<file path="config.mk">
export PLATFORM = sky130hd
export DESIGN_NAME = vx_tcu_tile_engine_flat
export DESIGN_NICKNAME = d
export VERILOG_FILES = /design/src/rtl/vx_tcu_tile_engine_if.sv /design/src/rtl/vx_tcu_tile_engine.sv /design/src/flat_wrapper.sv
export SDC_FILE = /design/constraint.sdc
export NUM_CORES = 2
export LEC_CHECK = 0
export CAP_MARGIN = 20
export CORE_ASPECT_RATIO = 0.8
export CORE_UTILIZATION = 45
export CTS_BUF_LIST = sky130_fd_sc_hd__clkbuf_8 sky130_fd_sc_hd__clkbuf_16
export DETAILED_ROUTE_END_ITERATION = 10
export GPL_ROUTABILITY_DRIVEN = 0
export GPL_TIMING_DRIVEN = 0
export SLEW_MARGIN = 20
export SYNTH_ARGS = -nofsm -noshare
export SYNTH_HDL_FRONTEND = slang
export SYNTH_SLANG_ARGS = --single-unit
</file>
<file path="constraint.sdc">
create_clock -name clk -period 20.9 [get_ports clk]
set_input_delay 3.135 -clock clk [delete_from_list [all_inputs] [get_ports clk]]
set_output_delay 3.135 -clock clk [all_outputs]
set_load 0.03 [all_outputs]
</file>
<file path="src/rtl/vx_tcu_tile_engine_if.sv">
// ---------------------------------------------------------------------------
// vx_tcu_tile_engine_if
//   Handshake and data bundle between the TCU control FSM (master) and the
//   tile compute engine (slave).
//
//   Master drives : load_start, acc_en, load_valid, load_data_a, load_data_b,
//                   store_start, store_ready
//   Slave drives  : load_ready, load_done, exec_done, store_valid,
//                   store_data, store_idx, store_done, busy
// ---------------------------------------------------------------------------
interface vx_tcu_tile_engine_if #(
    parameter int TILE_N     = 2,
    parameter int DATA_WIDTH = 32
);
    localparam int IDX_W = (TILE_N * TILE_N > 1) ? $clog2(TILE_N * TILE_N) : 1;

    logic                  load_start;
    logic                  acc_en;
    logic                  load_valid;
    logic                  load_ready;
    logic [DATA_WIDTH-1:0] load_data_a;
    logic [DATA_WIDTH-1:0] load_data_b;
    logic                  load_done;
    logic                  exec_done;
    logic                  store_start;
    logic                  store_valid;
    logic                  store_ready;
    logic [DATA_WIDTH-1:0] store_data;
    logic [IDX_W-1:0]      store_idx;
    logic                  store_done;
    logic                  busy;

    modport master (
        output load_start, acc_en, load_valid, load_data_a, load_data_b,
               store_start, store_ready,
        input  load_ready, load_done, exec_done, store_valid, store_data,
               store_idx, store_done, busy
    );

    modport slave (
        input  load_start, acc_en, load_valid, load_data_a, load_data_b,
               store_start, store_ready,
        output load_ready, load_done, exec_done, store_valid, store_data,
               store_idx, store_done, busy
    );
endinterface

</file>
<file path="src/rtl/vx_tcu_tile_engine.sv">
// ---------------------------------------------------------------------------
// vx_tcu_tile_engine
//   Tile compute engine: loads TILE_N x TILE_N operand tiles A and B
//   (row-major, one element pair per beat), computes C = A*B or C += A*B with
//   one MAC per cycle (i, j, k loop order, k innermost), holds C until asked,
//   then streams C out one element per beat. Arithmetic wraps modulo
//   2^DATA_WIDTH.
//
//   Ports:
//     clk    - clock
//     reset  - asynchronous, active-high
//     bus    - vx_tcu_tile_engine_if.slave (load/exec/store handshakes)
//
//   Phases: IDLE -> LOAD -> EXEC -> HOLD -> STORE -> IDLE.
//   load_done / exec_done / store_done are registered one-cycle pulses seen
//   in the first cycle of the following phase.
// ---------------------------------------------------------------------------
module vx_tcu_tile_engine #(
    parameter int TILE_N     = 2,
    parameter int DATA_WIDTH = 32
) (
    input  logic                       clk,
    input  logic                       reset,
    vx_tcu_tile_engine_if.slave        bus
);
    localparam int NE = TILE_N * TILE_N;
    localparam int IW = (NE > 1) ? $clog2(NE) : 1;
    localparam int CW = (TILE_N > 1) ? $clog2(TILE_N) : 1;
    localparam logic [IW-1:0] IDX_LAST = IW'(NE - 1);
    localparam logic [CW-1:0] CTR_LAST = CW'(TILE_N - 1);

    typedef enum logic [2:0] {
        S_IDLE  = 3'd0,
        S_LOAD  = 3'd1,
        S_EXEC  = 3'd2,
        S_HOLD  = 3'd3,
        S_STORE = 3'd4
    } state_t;

    // Row-major flattening of (row, col) into a tile element index.
    function automatic logic [IW-1:0] flat(input logic [CW-1:0] r,
                                           input logic [CW-1:0] c);
        int t;
        t = int'(r) * TILE_N + int'(c);
        return t[IW-1:0];
    endfunction

    // Product truncated to DATA_WIDTH (modular wrap, no saturation).
    function automatic logic signed [DATA_WIDTH-1:0] wrap_mul(
        input logic signed [DATA_WIDTH-1:0] x,
        input logic signed [DATA_WIDTH-1:0] y);
        logic signed [2*DATA_WIDTH-1:0] p;
        p = (2*DATA_WIDTH)'(x) * (2*DATA_WIDTH)'(y);
        return p[DATA_WIDTH-1:0];
    endfunction

    // Sum truncated to DATA_WIDTH (modular wrap, no saturation).
    function automatic logic signed [DATA_WIDTH-1:0] wrap_add(
        input logic signed [DATA_WIDTH-1:0] x,
        input logic signed [DATA_WIDTH-1:0] y);
        return x + y;
    endfunction

    state_t                        state_q, state_d;
    logic                          acc_q, acc_d;
    logic [IW-1:0]                 load_idx_q, load_idx_d;
    logic [CW-1:0]                 i_q, i_d, j_q, j_d, k_q, k_d;
    logic signed [DATA_WIDTH-1:0]  a_q [NE];
    logic signed [DATA_WIDTH-1:0]  a_d [NE];
    logic signed [DATA_WIDTH-1:0]  b_q [NE];
    logic signed [DATA_WIDTH-1:0]  b_d [NE];
    logic signed [DATA_WIDTH-1:0]  c_q [NE];
    logic signed [DATA_WIDTH-1:0]  c_d [NE];
    logic                          load_ready_q, load_ready_d;
    logic                          load_done_q, load_done_d;
    logic                          exec_done_q, exec_done_d;
    logic                          store_valid_q, store_valid_d;
    logic                          store_done_q, store_done_d;
    logic signed [DATA_WIDTH-1:0]  store_data_q, store_data_d;
    logic [IW-1:0]                 store_idx_q, store_idx_d;

    // MAC datapath for the current (i, j, k) step
    logic [IW-1:0]                 a_idx, b_idx, c_idx, store_nxt;
    logic signed [DATA_WIDTH-1:0]  mac_base, mac_sum;

    always_comb begin
        a_idx     = flat(i_q, k_q);
        b_idx     = flat(k_q, j_q);
        c_idx     = flat(i_q, j_q);
        // First k of a fresh (non-accumulating) pass starts from zero.
        mac_base  = ((k_q != '0) || acc_q) ? c_q[c_idx] : '0;
        mac_sum   = wrap_add(mac_base, wrap_mul(a_q[a_idx], b_q[b_idx]));
        store_nxt = store_idx_q + IW'(1);
    end

    always_comb begin
        state_d       = state_q;
        acc_d         = acc_q;
        load_idx_d    = load_idx_q;
        i_d           = i_q;
        j_d           = j_q;
        k_d           = k_q;
        a_d           = a_q;
        b_d           = b_q;
        c_d           = c_q;
        load_ready_d  = load_ready_q;
        load_done_d   = 1'b0;
        exec_done_d   = 1'b0;
        store_done_d  = 1'b0;
        store_valid_d = store_valid_q;
        store_data_d  = store_data_q;
        store_idx_d   = store_idx_q;

        case (state_q)
            S_IDLE: begin
                // load_start has priority; store_start is meaningless here.
                if (bus.load_start) begin
                    state_d      = S_LOAD;
                    acc_d        = bus.acc_en;
                    load_idx_d   = '0;
                    load_ready_d = 1'b1;
                end
            end
            S_LOAD: begin
                if (bus.load_valid && load_ready_q) begin
                    a_d[load_idx_q] = $signed(bus.load_data_a);
                    b_d[load_idx_q] = $signed(bus.load_data_b);
                    if (load_idx_q == IDX_LAST) begin
                        load_idx_d   = '0;
                        load_ready_d = 1'b0;
                        load_done_d  = 1'b1;
                        i_d          = '0;
                        j_d          = '0;
                        k_d          = '0;
                        state_d      = S_EXEC;
                    end else begin
                        load_idx_d = load_idx_q + IW'(1);
                    end
                end
            end
            S_EXEC: begin
                c_d[c_idx] = mac_sum;
                if (k_q == CTR_LAST) begin
                    k_d = '0;
                    if (j_q == CTR_LAST) begin
                        j_d = '0;
                        if (i_q == CTR_LAST) begin
                            i_d         = '0;
                            exec_done_d = 1'b1;
                            state_d     = S_HOLD;
                        end else begin
                            i_d = i_q + CW'(1);
                        end
                    end else begin
                        j_d = j_q + CW'(1);
                    end
                end else begin
                    k_d = k_q + CW'(1);
                end
            end
            S_HOLD: begin
                if (bus.store_start) begin
                    state_d       = S_STORE;
                    store_valid_d = 1'b1;
                    store_idx_d   = '0;
                    store_data_d  = c_q[0];
                end
            end
            S_STORE: begin
                if (store_valid_q && bus.store_ready) begin
                    if (store_idx_q == IDX_LAST) begin
                        store_valid_d = 1'b0;
                        store_idx_d   = '0;
                        store_data_d  = '0;
                        store_done_d  = 1'b1;
                        state_d       = S_IDLE;
                    end else begin
                        store_idx_d  = store_nxt;
                        store_data_d = c_q[store_nxt];
                    end
                end
            end
            default: begin
                state_d = S_IDLE;
            end
        endcase
    end

    // Register stage: all state, operand/result arrays and registered outputs
    always_ff @(posedge clk or posedge reset) begin
        if (reset) begin
            state_q       <= S_IDLE;
            acc_q         <= 1'b0;
            load_idx_q    <= '0;
            i_q           <= '0;
            j_q           <= '0;
            k_q           <= '0;
            for (int e = 0; e < NE; e++) begin
                a_q[e] <= '0;
                b_q[e] <= '0;
                c_q[e] <= '0;
            end
            load_ready_q  <= 1'b0;
            load_done_q   <= 1'b0;
            exec_done_q   <= 1'b0;
            store_valid_q <= 1'b0;
            store_done_q  <= 1'b0;
            store_data_q  <= '0;
            store_idx_q   <= '0;
        end else begin
            state_q       <= state_d;
            acc_q         <= acc_d;
            load_idx_q    <= load_idx_d;
            i_q           <= i_d;
            j_q           <= j_d;
            k_q           <= k_d;
            for (int e = 0; e < NE; e++) begin
                a_q[e] <= a_d[e];
                b_q[e] <= b_d[e];
                c_q[e] <= c_d[e];
            end
            load_ready_q  <= load_ready_d;
            load_done_q   <= load_done_d;
            exec_done_q   <= exec_done_d;
            store_valid_q <= store_valid_d;
            store_done_q  <= store_done_d;
            store_data_q  <= store_data_d;
            store_idx_q   <= store_idx_d;
        end
    end

    assign bus.load_ready  = load_ready_q;
    assign bus.load_done   = load_done_q;
    assign bus.exec_done   = exec_done_q;
    assign bus.store_valid = store_valid_q;
    assign bus.store_data  = store_data_q;
    assign bus.store_idx   = store_idx_q;
    assign bus.store_done  = store_done_q;
    assign bus.busy        = (state_q != S_IDLE);

endmodule
</file>
<file path="src/flat_wrapper.sv">
// flat-port wrapper written by rule: the top's interface ports become plain ports
module vx_tcu_tile_engine_flat 
#(
    parameter int TILE_N     = 2,
    parameter int DATA_WIDTH = 32
)
  (clk, reset, bus_load_start, bus_acc_en, bus_load_valid, bus_load_data_a, bus_load_data_b, bus_store_start, bus_store_ready, bus_load_ready, bus_load_done, bus_exec_done, bus_store_valid, bus_store_data, bus_store_idx, bus_store_done, bus_busy);
  vx_tcu_tile_engine_if #(.TILE_N(TILE_N), .DATA_WIDTH(DATA_WIDTH)) bus_i ();
  input  logic clk;
  input  logic reset;
  input wire logic [$bits(bus_i.load_start)-1:0] bus_load_start;
  input wire logic [$bits(bus_i.acc_en)-1:0] bus_acc_en;
  input wire logic [$bits(bus_i.load_valid)-1:0] bus_load_valid;
  input wire logic [$bits(bus_i.load_data_a)-1:0] bus_load_data_a;
  input wire logic [$bits(bus_i.load_data_b)-1:0] bus_load_data_b;
  input wire logic [$bits(bus_i.store_start)-1:0] bus_store_start;
  input wire logic [$bits(bus_i.store_ready)-1:0] bus_store_ready;
  output wire logic [$bits(bus_i.load_ready)-1:0] bus_load_ready;
  output wire logic [$bits(bus_i.load_done)-1:0] bus_load_done;
  output wire logic [$bits(bus_i.exec_done)-1:0] bus_exec_done;
  output wire logic [$bits(bus_i.store_valid)-1:0] bus_store_valid;
  output wire logic [$bits(bus_i.store_data)-1:0] bus_store_data;
  output wire logic [$bits(bus_i.store_idx)-1:0] bus_store_idx;
  output wire logic [$bits(bus_i.store_done)-1:0] bus_store_done;
  output wire logic [$bits(bus_i.busy)-1:0] bus_busy;
  assign bus_i.load_start = bus_load_start;
  assign bus_i.acc_en = bus_acc_en;
  assign bus_i.load_valid = bus_load_valid;
  assign bus_i.load_data_a = bus_load_data_a;
  assign bus_i.load_data_b = bus_load_data_b;
  assign bus_i.store_start = bus_store_start;
  assign bus_i.store_ready = bus_store_ready;
  assign bus_load_ready = bus_i.load_ready;
  assign bus_load_done = bus_i.load_done;
  assign bus_exec_done = bus_i.exec_done;
  assign bus_store_valid = bus_i.store_valid;
  assign bus_store_data = bus_i.store_data;
  assign bus_store_idx = bus_i.store_idx;
  assign bus_store_done = bus_i.store_done;
  assign bus_busy = bus_i.busy;
  vx_tcu_tile_engine #(.TILE_N(TILE_N), .DATA_WIDTH(DATA_WIDTH)) u_core (.clk(clk), .reset(reset), .bus(bus_i));
endmodule
</file>
* Word level (Yosys, flattened, before mapping)
Cells that the tools add are included.
Cells by class: order comparisons 7, multiply operators 1, equality and inequality tests 15, bitwise gates (word level) 5, reduce and logical (&&, ||, !) cells 20, muxes and demuxes 69, $add $sub $neg 9
Operators with widths (count):
- 32-bit 2-to-1 mux | 14
- 128-bit bitwise mux | 3
- 32-bit binary-select mux with 2-bit select | 4
- 32-bit demux with 2-bit select | 2
- 32-bit case mux with 2 select lines | 1
- 32-bit adder | 1
- 32-bit by 32-bit multiplier with 32-bit output | 1
- 3-bit 2-to-1 mux | 9
- 1-bit 2-to-1 mux | 22
- 3-bit greater-or-equal comparator (second input constant) | 5
- 2-bit inverter with 3-bit output | 5
- 3-bit case mux with 5 select lines | 1
- 2-bit by 1-bit != test with 1-bit output (second input constant) | 7
- 2-bit 2-to-1 mux | 6
- 4-bit AND reduction | 3
- 1-bit case mux with 2 select lines | 5
- 3-bit AND reduction | 3
- 9-bit AND reduction | 1
- 2-bit case mux with 2 select lines | 2
- 2-bit by 1-bit adder with 2-bit output | 3
- 3-bit by 2-bit equality test with 1-bit output (second input constant) | 2
- 3-bit by 1-bit less-than comparator with 1-bit output (second input constant) | 2
- 2-bit nonzero test | 3
- 5-bit AND reduction | 1
- other kinds (11) | 20
Word-level totals: output and inout bits 40, register bits after elaboration 432

* Longest topological paths before layout
word-level depth 8, gate-level depth with buffers 36, mapped depth without buffers 30

* Worst setup path before layout
No wires, ideal clock.
kind reg-to-reg, start point register u_core.k_q, end point register u_core.c_q[63] in the netlist's numbering, stages on the path, launching flop included 33, path buffers 6, required time 20.764 ns, arrival time 8.450 ns, path slack 12.315 ns, cells stage by stage dfrtp_1 -> buf_6 -> buf_12 -> buf_12 -> buf_4 -> clkbuf_1 -> buf_1 -> mux2_2 -> o21ai_1 -> nor2_1 -> fa_1 -> inv_1 -> fa_1 -> fa_1 -> fa_1 -> inv_1 -> ha_1 -> ha_1 -> fa_1 -> inv_1 -> fa_1 -> inv_1 -> ha_1 -> and3_1 -> and3_1 -> a32oi_1 -> o221ai_1 -> a211oi_1 -> o21bai_1 -> a221o_1 -> a21oi_1 -> xnor2_1 -> o21ai_1
Between the ends: longest elaborated chain between the ends 8
RTL lines:
- from (decl) | RTL line vx_tcu_tile_engine.sv:67 | logic [CW-1:0] i_q, i_d, j_q, j_d, k_q, k_d;
- from (signal assigned) | RTL line vx_tcu_tile_engine.sv:216 | k_q <= k_d;
- 2-bit by 1-bit adder with 2-bit output | RTL line vx_tcu_tile_engine.sv:44 | t = int'(r) * TILE_N + int'(c);
- 2-bit inverter with 3-bit output (not written as such) | RTL line vx_tcu_tile_engine.sv:92 | mac_sum = wrap_add(mac_base, wrap_mul(a_q[a_idx], b_q[b_idx]));
- 32-bit binary-select mux with 2-bit select | RTL line vx_tcu_tile_engine.sv:92
- 32-bit 2-to-1 mux (not written as such) (2 in series) | RTL line vx_tcu_tile_engine.sv:92
- 32-bit by 32-bit multiplier with 32-bit output | RTL line vx_tcu_tile_engine.sv:53 | p = (2*DATA_WIDTH)'(x) * (2*DATA_WIDTH)'(y);
- 32-bit adder * | RTL line vx_tcu_tile_engine.sv:61 | return x + y;
- 128-bit bitwise mux * | RTL line vx_tcu_tile_engine.sv:142 | c_d[c_idx] = mac_sum;
- to (signal, indexed assignment) | RTL line vx_tcu_tile_engine.sv:220 | c_q[e] <= c_d[e];
- to (decl) | RTL line vx_tcu_tile_engine.sv:72 | logic signed [DATA_WIDTH-1:0] c_q [NE];
Every way passes the cells marked *; elsewhere a longest branch is shown, timed or not. The select of a mux whose other input is x is not followed. A chain may end at the register's enable or synchronous reset.

* Final worst setup path
start point register u_core.j_q, end point register u_core.c_q[31] in the netlist's numbering
Between the ends: longest elaborated chain between the ends 8
RTL lines:
- from (decl) | RTL line vx_tcu_tile_engine.sv:67
- from (signal assigned) | RTL line vx_tcu_tile_engine.sv:215 | j_q <= j_d;
- 2-bit by 1-bit adder with 2-bit output | RTL line vx_tcu_tile_engine.sv:44
- 2-bit inverter with 3-bit output (on tied branches) | RTL line vx_tcu_tile_engine.sv:92, vx_tcu_tile_engine.sv:91, vx_tcu_tile_engine.sv:142
- 32-bit binary-select mux with 2-bit select (on tied branches) | RTL line vx_tcu_tile_engine.sv:92, vx_tcu_tile_engine.sv:91
- 32-bit 2-to-1 mux (on tied branches) (2 in series) | RTL line vx_tcu_tile_engine.sv:92, vx_tcu_tile_engine.sv:91
- 32-bit by 32-bit multiplier with 32-bit output / 32-bit 2-to-1 mux (equally long branches) | RTL line vx_tcu_tile_engine.sv:53, vx_tcu_tile_engine.sv:91
- 32-bit adder | RTL line vx_tcu_tile_engine.sv:61
- 128-bit bitwise mux * | RTL line vx_tcu_tile_engine.sv:142
Marked as above.

==> impl_metrics.ini <==
[run]
maxCapViolations = 0

[layout]
syn_to_final_growth_pct = 11.20
final_cell_area_mm2 = 0.04119
antennaDiodeCount = 0
fin_nets = 4179
layout-drive-gt1-share_pct = 16.58
post-route-util_pct = 50.85
fin_cells = 4633

[sta]
rsz0062_at_grt = no
period_minus_slack_ns = 11.81
setup_viol = 0
finalSetupTns_ns = 0
tightest_slew_ns = 1.216
relSlewSlack_pct = 16.62
period_share_pct = 56.53
max_freq_ghz = 0.08465
slew_violations = 0
finalHoldViolCount = 0
fin_skew_ns = 0.04594

[logic_synthesis]
synth-async-reset-ratio_pct = 100.0
synth_top_area_cell = dfrtp_1
synth_edf_count = 0
ys.flop_type = dfrtp_1
synth-seq-cells = 432
syn_avg_cell_area_um2 = 11.06
synth_cell_types = 56
ys_seq_area_share_pct = 29.19
yosysWarnings = 0
synthesis.area_mm2 = 0.03704
synthesis.instances = 3349
synth_top_area_share_pct = 29.19
synth.most_common_cell = inv_1
synth.area.top_cells = dfrtp_1, fa_1, mux2_2
synth_commonest_cells = inv_1, fa_1, dfrtp_1
syn_nets = 4014

[cts]
cts_buffer_depth = 3
cts_setup_buffers = 0
cts_num_sinks = 432
cts_resized = 0
hold_buffers = 0
cts_tree = built
htree_levels = 2
cts-root-buf = clkbuf_16
clk_pin_slew_ns = 0.06
clk-insertion-delay-late_ns = 0.60
cts_buffers = 45

[setup_path]
endpoint_kind = flip-flop
r2r_start = u_core.j_q
worstSetupEndpoint = u_core.c_q[31]
cp.required_ns = 21.36
worstPathArrival_ns = 12.28
crit_slowest_cell = buf_1
reg2reg_slack_ns = 9.09
startpoint = u_core.j_q
worst-setup-path-type = flip-flop to flip-flop
cpMostUsedCell = fa_1
r2r-end = u_core.c_q[31]
ff2ff_path_depth = 34
crit_fanout = 10
slowest_delay_ns = 0.86
timing.critical_path.from_type = flip-flop

[placement]
dp.cells = 4559
dp.final_hpwl_mm = 91.83
numPortBuffers = 110
place_area_mm2 = 0.03969

[detailed_routing]
drc = 0
wirelength_mm = 113.6
dr.pass1.iters = 5
wl_per_cell_um = 24.52
antenna_left = 0
drtIter0Drc = 2041
drt-vias-per-instance = 5.482
vias = 25400

[floorplanning]
start_util_pct = 45.73
die-area_mm2 = 0.08347
rows = 93
io-pin-count = 111
dieWidth_um = 322.8
die_h_um = 258.6
core_area_mm2 = 0.08099

[grt]
grt_pass1_vias = 25870
grt.met2_usage_pct = 39.53
grt_first_pass_wirelength_mm = 170.7
antenna_found_initial = 3
overflow = 0
use_met3_pct = 9.831
grt.busiest_layer = met1
grt_use_total_pct = 28.06
met1_usage_pct = 41.83
grt_max_degree = 97

[hold_path]
hold_start = u_core.b_q[59]
hold_path.class = flip-flop to flip-flop

[status]
status = complete, no violations
[area by class of cell]
class | count | area, µm²
Multi-Input combinational cell | 2231 | 23550
Sequential cell | 432 | 10810
Clock inverter | 20 | 231.5
Fill cell | 7386 | 39800
Buffer | 163 | 743.2
Timing Repair Buffer | 118 | 1265
Inverter | 523 | 1971
Tap cell | 1092 | 1366
Clock buffer | 54 | 1250
[cell usage in the layout (no fill, tap or decap), types with 6 or more instances in the layout]
cell type,netlist,layout
a21o_1,13,13
a21oi_1,66,66
a22oi_1,32,32
and2_1,117,117
buf_1,16,15
buf_2,7,8
clkbuf_1,129,129
clkbuf_16,0,45
clkbuf_8,0,9
clkdlybuf4s50_1,0,110
clkinv_2,0,6
dfrtp_1,432,432
fa_1,438,438
ha_1,156,156
inv_1,523,529
mux2_2,371,371
mux2i_1,74,72
mux4_2,103,103
nand2_1,342,342
nand2b_1,11,11
nor2_1,277,277
nor2b_1,12,12
o21ai_0,47,43
o21ai_1,14,16
xnor2_1,75,75
xor2_1,12,12
[worst max-delay path, delay by kind of cell, from the launching register on]
family	cells	cell delay, ns
AO/OA/AOI/OAI	8	2.14
XOR/XNOR	1	0.35
adder cells (fa/ha/maj)	9	4.37
buffers and inverters	13	4.13
flip-flops	1	0.36
AND/OR/NAND/NOR	3	0.29
[worst min-delay path by stage]
stage / slack, ns / to / cells after the start
final: 0.50 / u_core.b_q[59] / 1
after CTS: 0.50 / u_core.b_q[59] / 1
after detailed placement: 0.49 / u_core.b_q[59] / 1
after global placement: 0.48 / u_core.c_q[43] / 2
after floorplan: 0.46 / u_core.c_q[38] / 2
after global routing: 0.52 / u_core.b_q[59] / 1
[flip-flops by register name, indices dropped and copies added (netlist names), 2 cells and up]
register and flops:
u_core.bus.store_data 32, u_core.bus.store_idx 2, u_core.state_q 3, u_core.c_q 128, u_core.a_q 128, u_core.load_idx_q 2, u_core.b_q 128
[through the flow]
step / setup WS, ns / hold slack [ns]
6_report: 9.086 / 0.4989
3_5_place_dp: 9.241 / 0.4866
2_1_floorplan: 5.733 / 0.4610
5_1_grt: 8.618 / 0.5152
3_3_place_gp: 0.04009 / 0.4807
4_1_cts: 9.202 / 0.5009
[per-layer routing]
metal	wire length [µm]	up-vias
li1	-	11030
met1	51810	13340
met2	47510	925
met3	12260	109
met4	2004	0
met5	0	-
[logic make-up after synthesis]
kind of cell	Yosys count	synth area share [%]
AO/OA/AOI/OAI	205	3.324
XOR/XNOR	89	2.162
adder cells (fa/ha/maj)	594	28.94
buffers and inverters	686	7.304
flip-flops	432	29.19
multiplexers	555	19.95
AND/OR/NAND/NOR	788	9.128
Power is left out: the tool's default activity adds up to more than one toggle a clock period on the data nets, which glitch-free logic cannot reach.
